File: config.mk
export PLATFORM = sky130hd
export DESIGN_NAME = systolic_skew_feeder
export DESIGN_NICKNAME = d
export VERILOG_FILES = /design/src/rtl/systolic_skew_feeder_pkg.sv /design/src/rtl/systolic_skew_feeder_skew_lane_mux.sv /design/src/rtl/systolic_skew_feeder.sv
export SDC_FILE = /design/constraint.sdc
export NUM_CORES = 1
export LEC_CHECK = 0
export BUFFER_PORTS_ARGS = -buffer_cell sky130_fd_sc_hd__buf_4
export CAP_MARGIN = 20
export CELL_PAD_IN_SITES_DETAIL_PLACEMENT = 1
export CELL_PAD_IN_SITES_GLOBAL_PLACEMENT = 1
export CORE_MARGIN = 1
export CORE_UTILIZATION = 49
export DETAILED_ROUTE_END_ITERATION = 8
export PLACE_DENSITY_LB_ADDON = 0.08
export SYNTH_ARGS = -nofsm -noshare
export SYNTH_HDL_FRONTEND = slang
export SYNTH_SLANG_ARGS = --single-unit
export TNS_END_PERCENT = 100
File: constraint.sdc
create_clock -name clock -period 3.95 [get_ports clock]
set_clock_uncertainty 0.05 [all_clocks]
set_input_delay 0.395 -clock clock [delete_from_list [all_inputs] [get_ports clock]]
set_output_delay 0.395 -clock clock [all_outputs]
set_load 0.01 [all_outputs]
File: src/rtl/systolic_skew_feeder_pkg.sv
// systolic_pkg: shared state encoding and counter widths for the systolic skew feeder.
package systolic_pkg;
    typedef enum logic [1:0] {IDLE, FULL, FEED, FLUSH} state_e;
    localparam int N_DEF = 4;
    localparam int STEP_W = $clog2(2 * N_DEF - 1);
    localparam int LD_W = $clog2(N_DEF);
    function automatic int step_w(input int n);
        return $clog2(2 * n - 1);
    endfunction
    function automatic int ld_w(input int n);
        return $clog2(n);
    endfunction
endpackage

File: src/rtl/systolic_skew_feeder_skew_lane_mux.sv
// skew_lane_mux: picks lane L's element for the current step, or zero outside its skew window.
module skew_lane_mux import systolic_pkg::*; #(
    parameter int WIDTH = 16,
    parameter int N = 4,
    parameter int L = 0
) (
    input  logic [N*N*WIDTH-1:0] mem_i,
    input  logic [step_w(N)-1:0] step_i,
    output logic [WIDTH-1:0]     lane_o
);
    localparam int SW = step_w(N);
    logic [SW-1:0] d;
    logic [SW-1:0] k;
    logic ok;
    always_comb begin
        d = step_i - SW'(L);
        ok = (step_i >= SW'(L)) && (d < SW'(N));
        k = ok ? d : '0;
        lane_o = ok ? mem_i[(int'(k) * N + L) * WIDTH +: WIDTH] : '0;
    end
endmodule

File: src/rtl/systolic_skew_feeder.sv
// systolic_skew_feeder: buffers an NxN operand matrix and streams it diagonally skewed,
// followed by a zero flush, into one edge of the systolic array.
module systolic_skew_feeder import systolic_pkg::*; #(
    parameter int WIDTH = 16,
    parameter int N = 4
) (
    input  logic               clock,
    input  logic               reset,
    input  logic               in_valid,
    output logic               in_ready,
    input  logic [N*WIDTH-1:0] in_data,
    input  logic               start,
    output logic               busy,
    output logic               out_valid,
    output logic [N*WIDTH-1:0] out_data,
    output logic               done
);
    localparam int SW = step_w(N);
    localparam int LW = ld_w(N);
    state_e state_q, state_d;
    logic [SW-1:0] step_q, step_d;
    logic [LW-1:0] ld_cnt_q, ld_cnt_d;
    logic [N*N*WIDTH-1:0] mem_q;
    logic [N*WIDTH-1:0] lanes;
    logic load;
    assign in_ready = state_q == IDLE;
    assign load = in_valid && in_ready;
    // Next-state values also drive the lane muxes so the registered outputs line up with state.
    always_comb begin
        state_d = state_q;
        step_d = step_q;
        ld_cnt_d = ld_cnt_q;
        case (state_q)
            IDLE: if (in_valid) begin
                ld_cnt_d = (ld_cnt_q == LW'(N - 1)) ? '0 : ld_cnt_q + 1'b1;
                state_d = (ld_cnt_q == LW'(N - 1)) ? FULL : IDLE;
            end
            FULL: if (start) begin
                state_d = FEED;
                step_d = '0;
            end
            FEED: begin
                state_d = (step_q == SW'(2 * N - 2)) ? FLUSH : FEED;
                step_d = (step_q == SW'(2 * N - 2)) ? '0 : step_q + 1'b1;
            end
            default: begin
                state_d = (step_q == SW'(N - 2)) ? IDLE : FLUSH;
                step_d = (step_q == SW'(N - 2)) ? '0 : step_q + 1'b1;
            end
        endcase
    end
    for (genvar i = 0; i < N; i++) begin : g_lane
        skew_lane_mux #(.WIDTH(WIDTH), .N(N), .L(i)) u_mux (
            .mem_i (mem_q),
            .step_i(step_d),
            .lane_o(lanes[i*WIDTH +: WIDTH])
        );
    end
    always_ff @(posedge clock) begin
        if (reset) begin
            state_q <= IDLE;
            step_q <= '0;
            ld_cnt_q <= '0;
            out_data <= '0;
            out_valid <= 1'b0;
            busy <= 1'b0;
            done <= 1'b0;
        end else begin
            state_q <= state_d;
            step_q <= step_d;
            ld_cnt_q <= ld_cnt_d;
            out_data <= (state_d == FEED) ? lanes : '0;
            out_valid <= (state_d == FEED) || (state_d == FLUSH);
            busy <= (state_d == FEED) || (state_d == FLUSH);
            done <= (state_q == FLUSH) && (state_d == IDLE);
        end
    end
    // The operand buffer is deliberately left out of reset.
    always_ff @(posedge clock) begin
        if (load) mem_q[int'(ld_cnt_q) * N * WIDTH +: N * WIDTH] <= in_data;
    end
endmodule

==> flow_summary.ini, run 1 <==
[run_status]
status = finished clean

[timing]
tns_ps = 0
max_freq_mhz = 298
setup-violations-final = 0
setup_slack_ps = 594
hold_violations = 0
fin_crit_ps = 3360
worstMarginPinSlew_ps = 995
max-slew-margin-rel = 0.329
rsz0062_at_grt = false
drv_slew = 0
fin_hold_ws_ps = 91.8
post-route-period-util = 0.850

[critical_path]
critical_path_arrival_ps = 3700
path_max_fanout = 25
startpoint_type = register
criticalPathCategory = reg -> reg
crit_required_ps = 4290
r2r_cells = 8
end_kind = register

[synthesis]
syn-instance-count = 952
ys_seq_area_frac = 0.665
syn-num-nets = 1032
async_flop_share = 0
yosys_warnings = 0
synth_cell_types = 56
syn_area_mm2 = 0.0137
syn_area_per_cell_um2 = 14.4
synth_edf_count = 256
synth-seq-cells = 328
synth_flop_cell = edfxtp_1

[final_layout]
multi_input_area_mm2 = 0.00427
fill_cells = 2624
final_cells = 1490
final-seq-area_mm2 = 0.00913
antenna_cells = 0
postLayoutCoreUtil = 0.598
drive_above_1_share = 0.250
area_growth_pct = 18.7
fin_nets = 1170

[route]
wirelength_mm = 33.4
first_pass_iters = 4
dr_total_vias = 8266
antenna_left = 0
drtIter0Drc = 488
viasPerCell = 5.55
drcViolationCount = 0
post_drt_wl_per_cell_um = 22.4

[die]
start_util = 0.504
die_w_um = 169
ios = 136
rows = 60
core_region_area_mm2 = 0.0273
die_h_um = 169
die_area_mm2 = 0.0287

[clock_tree]
clock_tree.root_cell = clkbuf_16
cts_resized = 0
hold_buffers = 0
clkSinkCount = 328
numCtsBuffers = 36
worstSkewPairLatency_ps = 520
cts_tree = done
h-tree-depth = 2
postCtsSetupRepairBufs = 0
clk_pin_slew_ps = 60
clockBufferDepth = 3

[global_route]
grt_pass1_vias = 8854
grt_max_degree = 65
grt_pass1_wl_mm = 51.4
grtUsageTotal = 0.241
grt.overflow.total = 0
antenna_found_initial = 0

[worst_hold_path]
hp-class = in -> reg
hold-path-cell-count = 2

[power]
powerDensity_mw_per_mm2 = 468
ir_worst_vdd_v = 0.000309
p_leak_nw = 6.18

[placement]
place_ws_ps = 605
portBuffers = 135
dpl.hpwl_mm = 18.8
gp_congestion = 0.774
dp.cells = 1423

[run]
drv_cap = 0
[layer usage]
layer	global-route usage	share of wire
met1	0.304	0.42
met2	0.425	0.52
met3	0.0366	0.042
met4	0.0795	0.022
met5	0	0
[final timing paths]
kind,startpoint,slack [ps],end
hold / removal,reset,90,ld_cnt_q[0]
setup / recovery,step_q[2],590,out_data[23]
setup reg to reg,step_q[2],590,out_data[23]
hold reg to reg,mem_q[19],480,out_data[19]
[cell type report]
cell class                      instances  share of cell area
Sequential cell                       328               0.560
Multi-Input combinational cell        552               0.262
Inverter                               10             0.00261
Clock buffer                           54              0.0650
Tap cell                              372              0.0286
Timing Repair Buffer                  162              0.0759
Clock inverter                         12             0.00568
[stage by stage]
step           power [mW]  cell area (um^2)
3_3_place_gp         4.40             15100
3_5_place_dp         4.42             15100
6_report             7.62             16300
2_1_floorplan        4.22             13700
5_1_grt              7.83             16300
4_1_cts              7.68             16300
[cells in the mapped netlist, types with 2 or more instances]
cell / instances / area (um^2)
nand2_2: 2 / 12.5
edfxtp_1: 256 / 7690
nor2_4: 2 / 22.5
inv_2: 2 / 7.51
a32oi_1: 16 / 140
buf_1: 2 / 7.51
and3_1: 35 / 219
mux4_2: 32 / 721
nand2_1: 37 / 139
ha_1: 12 / 150
nand3_1: 2 / 10.0
nor2_1: 24 / 90.1
clkbuf_1: 33 / 124
o21ai_0: 3 / 15.0
a211oi_1: 30 / 225
nor3b_1: 3 / 22.5
nor2b_1: 16 / 100
buf_4: 5 / 37.5
dfxtp_1: 72 / 1440
and2_1: 257 / 1610
nand2b_1: 2 / 12.5
buf_6: 6 / 67.6
nor3_1: 5 / 25.0
inv_1: 6 / 22.5
buf_2: 14 / 70.1
o221ai_1: 16 / 140
a32o_1: 15 / 150
a21oi_2: 3 / 26.3
a21oi_1: 17 / 85.1
[registers in the layout, indices dropped and copies added, names as in the netlist]
name / flops
out_data: 64
ld_cnt_q: 2
step_q: 3
mem_q: 256
state_q: 1
done: 1
out_valid: 1
[logic make-up after synthesis]
logic type	synth area share
and+or+nand+nor	0.170
DFF	0.665
AOI/OAI and AO/OA	0.0713
buffers and inverters	0.0269
muxes	0.0541
adders and majority gates	0.0109
xor gates and xnor gates	0.00182
[where the power goes]
part	internal, mW	switching (mW)
Combinational	0.198	0.255
Clock	1.93	1.35
Sequential	3.86	0.0356
[critical path, cell delays in order (launching register included)]
cell	delay, ps
dfxtp_1	550
xor2_1	180
a211oi_4	390
nor2_8	150
ha_1	300
o21ai_0	810
o211ai_4	400
o221ai_1	300
a21oi_1	100
[cell usage in the layout, fill, tap and decap left out, drive strengths merged, types with 2 or more instances in the layout]
cell type | synthesis | routed
mux4 | 32 | 32
and3 | 35 | 35
nor3b | 4 | 4
a211oi | 31 | 31
ha | 12 | 12
a32o | 15 | 15
nor3 | 6 | 6
a32oi | 16 | 16
o221ai | 18 | 18
nand2 | 39 | 39
nand3 | 2 | 2
edfxtp | 256 | 256
and2 | 257 | 257
inv | 8 | 10
clkbuf | 34 | 54
o21ai | 3 | 3
clkinv | 2 | 10
a21oi | 20 | 20
nand2b | 2 | 2
buf | 28 | 162
dfxtp | 72 | 72
o211a | 2 | 2
nor2b | 16 | 16
nor2 | 27 | 27
(Power assumes the default switching activity.)
==> run 2: changes to the inputs <==
--- a/config.mk
+++ b/config.mk
@@ -5,12 +5,13 @@
 export SDC_FILE = /design/constraint.sdc
 export NUM_CORES = 1
 export LEC_CHECK = 0
+export ABC_AREA = 1
 export BUFFER_PORTS_ARGS = -buffer_cell sky130_fd_sc_hd__buf_4
 export CAP_MARGIN = 20
 export CELL_PAD_IN_SITES_DETAIL_PLACEMENT = 1
 export CELL_PAD_IN_SITES_GLOBAL_PLACEMENT = 1
 export CORE_MARGIN = 1
-export CORE_UTILIZATION = 49
+export CORE_UTILIZATION = 42
 export DETAILED_ROUTE_END_ITERATION = 8
 export PLACE_DENSITY_LB_ADDON = 0.08
 export SYNTH_ARGS = -nofsm -noshare
==> constraint.sdc (replaced) <==
create_clock -name clock -period 2.95 [get_ports clock]
set_clock_uncertainty 0.05 [all_clocks]
set_input_delay 0.295 -clock clock [delete_from_list [all_inputs] [get_ports clock]]
set_output_delay 0.295 -clock clock [all_outputs]
set_load 0.01 [all_outputs]
==> flow_summary.ini, run 2 <==
[final_layout]
largest_register_ffs = 256
area_growth_pct = 20.1
postLayoutCoreUtil = 0.513
drive_above_1_share = 0.220
largestRegisters = mem_q (256), out_data (64), step_q (3)
top_register = mem_q
mostFrequentLayoutCell = edfxtp_1
antenna_cells = 0
final_cell_mix = edfxtp_1, nor2_1, buf_4
fin_nets = 1510

[run]
drv_cap = 0

[worst_hold_path]
hp-class = in -> reg

[clock_tree]
postCtsSetupRepairBufs = 0
h-tree-depth = 2
clockBufferDepth = 3
clock_tree.root_cell = clkbuf_16
clkSinkCount = 328
worstSkewPairLatency_ps = 530
cts_tree = done
clk_pin_slew_ps = 60
numCtsBuffers = 37

[critical_path]
end_kind = register
critical_path_arrival_ps = 3070
crit_required_ps = 3290
criticalPathCategory = reg -> reg
path_max_fanout = 14
startpoint_type = register

[timing]
hold_violations = 0
max_freq_mhz = 367
fin_hold_ws_ps = 31.6
worstMarginPinSlew_ps = 862
max-slew-margin-rel = 0.425
fin_crit_ps = 2730
tns_ps = 0
setup-violations-final = 0
drv_slew = 0
setup_slack_ps = 222
rsz0062_at_grt = false
post-route-period-util = 0.925

[synthesis]
syn_area_mm2 = 0.0139
yosys.area.top_type = edfxtp_1
synth_cell_types = 38
async_flop_share = 0
synth_area_leaders = edfxtp_1, dfxtp_1, nor2_1
synth.top_cell.area_share = 0.551
synth_edf_count = 256
yosys_warnings = 0
syn-instance-count = 1305
syn-num-nets = 1385
synthTopCellsByCount = edfxtp_1, nor2_1, inv_1, nor3_1, nand2_1
ys_seq_area_frac = 0.655
syn_area_per_cell_um2 = 10.7
synth-seq-cells = 328
yosysMostFrequentCell = edfxtp_1
synth_flop_cell = edfxtp_1

[die]
die_w_um = 184
core_region_area_mm2 = 0.0326
die_h_um = 184
start_util = 0.427
rows = 66
die_area_mm2 = 0.0339
ios = 136

[power]
p_int_mw = 8.12
clockPowerShare = 0.422
power_mw = 10.7
powerDensity_mw_per_mm2 = 641
switching_share = 0.243
p_leak_nw = 6.74
ir_worst_vdd_v = 0.000367
seqPwrFrac = 0.490
p_sw_mw = 2.60
combPwrFrac = 0.088

[global_route]
grt_pass1_vias = 10500
grt_max_degree = 57
grt_pass1_wl_mm = 59.0
grt.overflow.total = 0
grtUsageTotal = 0.230
antenna_found_initial = 0

[placement]
portBuffers = 135
place_ws_ps = 94.5
dpl.hpwl_mm = 21.4
gp_congestion = 0.745

[route]
wirelength_mm = 37.4
antenna_left = 0
dr_total_vias = 9800
drtIter0Drc = 537
drcViolationCount = 0
post_drt_wl_per_cell_um = 19.7
viasPerCell = 5.16
first_pass_iters = 5

[run_status]
status = finished clean
## run 2: what timing repair did
item                                    CTS  global route
hold buffers                              1             0
endpoints found under the setup margin    0            17
gates resized for setup                   0             7
hold endpoints to repair                  7             0
## run 2: power by group through the flow
| stage | Clock (mW) | Sequential [mW] | Combinational (mW) |
|---|---|---|---|
| 2_1_floorplan | 0 | 5.34 | 0.537 |
| 3_3_place_gp | 0 | 5.34 | 0.932 |
| 3_5_place_dp | 0 | 5.35 | 0.954 |
| 4_1_cts | 4.61 | 5.26 | 0.963 |
| 5_1_grt | 4.78 | 5.27 | 1.05 |
| 6_report | 4.52 | 5.25 | 0.946 |
## run 2: per-stage QoR
| stage | cell area [um^2] | instances |
|---|---|---|
| 5_1_grt | 16700 | 1901 |
| 3_5_place_dp | 15500 | 1832 |
| 2_1_floorplan | 14000 | 1305 |
| 6_report | 16700 | 1901 |
| 3_3_place_gp | 15500 | 1832 |
| 4_1_cts | 16700 | 1901 |
## run 2: critical path, stage by stage, from the launching register on
cell and delay [ps]:
dfxtp_1 430, inv_2 90, nand3_2 80, nand2_2 60, or2_2 290, o211ai_1 150, inv_2 110, ha_1 210
inv_1 110, nand2_1 60, nand2_1 110, inv_1 60, nand2_1 100, nand2_2 70, nor2_4 140, buf_6 180
nand3_1 110, nand3_1 110, a21oi_1 70
## run 2: final timing paths
check | from | end | slack [ps] | cells past startpoint
worst max-delay path | step_q[0] | out_data[16] | 220 | 18
worst min-delay path | in_data[5] | mem_q[5] | 30 | 3
worst max register to register | step_q[0] | out_data[16] | 220 | 18
worst min register to register | mem_q[114] | out_data[50] | 480 | 2
## run 2: cell families after synthesis
| family | after synthesis | share of synthesized area |
|---|---|---|
| adders and majority gates | 12 | 0.0108 |
| xor gates and xnor gates | 2 | 0.00260 |
| muxes | 15 | 0.0108 |
| and+or+nand+nor | 584 | 0.192 |
| buffers and inverters | 215 | 0.0628 |
| AOI/OAI and AO/OA | 149 | 0.0660 |
| DFF | 328 | 0.655 |
## run 2: routing by layer
layer / up-vias / wire length [um] / track usage
met5: - / 0 / 0
met4: 0 / 577 / 0.0530
met3: 41 / 1340 / 0.0296
met2: 181 / 18900 / 0.409
met1: 4916 / 16600 / 0.298
li1: 4662 / - / -
## run 2: area by class of cell
cell class                      count  area (um^2)
Sequential cell                   328         9130
Clock buffer                       50         1030
Fill cell                        3509        15900
Inverter                          132          495
Tap cell                          442          553
Multi-Input combinational cell    762         3990
Clock inverter                     18          168
Timing Repair Buffer              169         1360
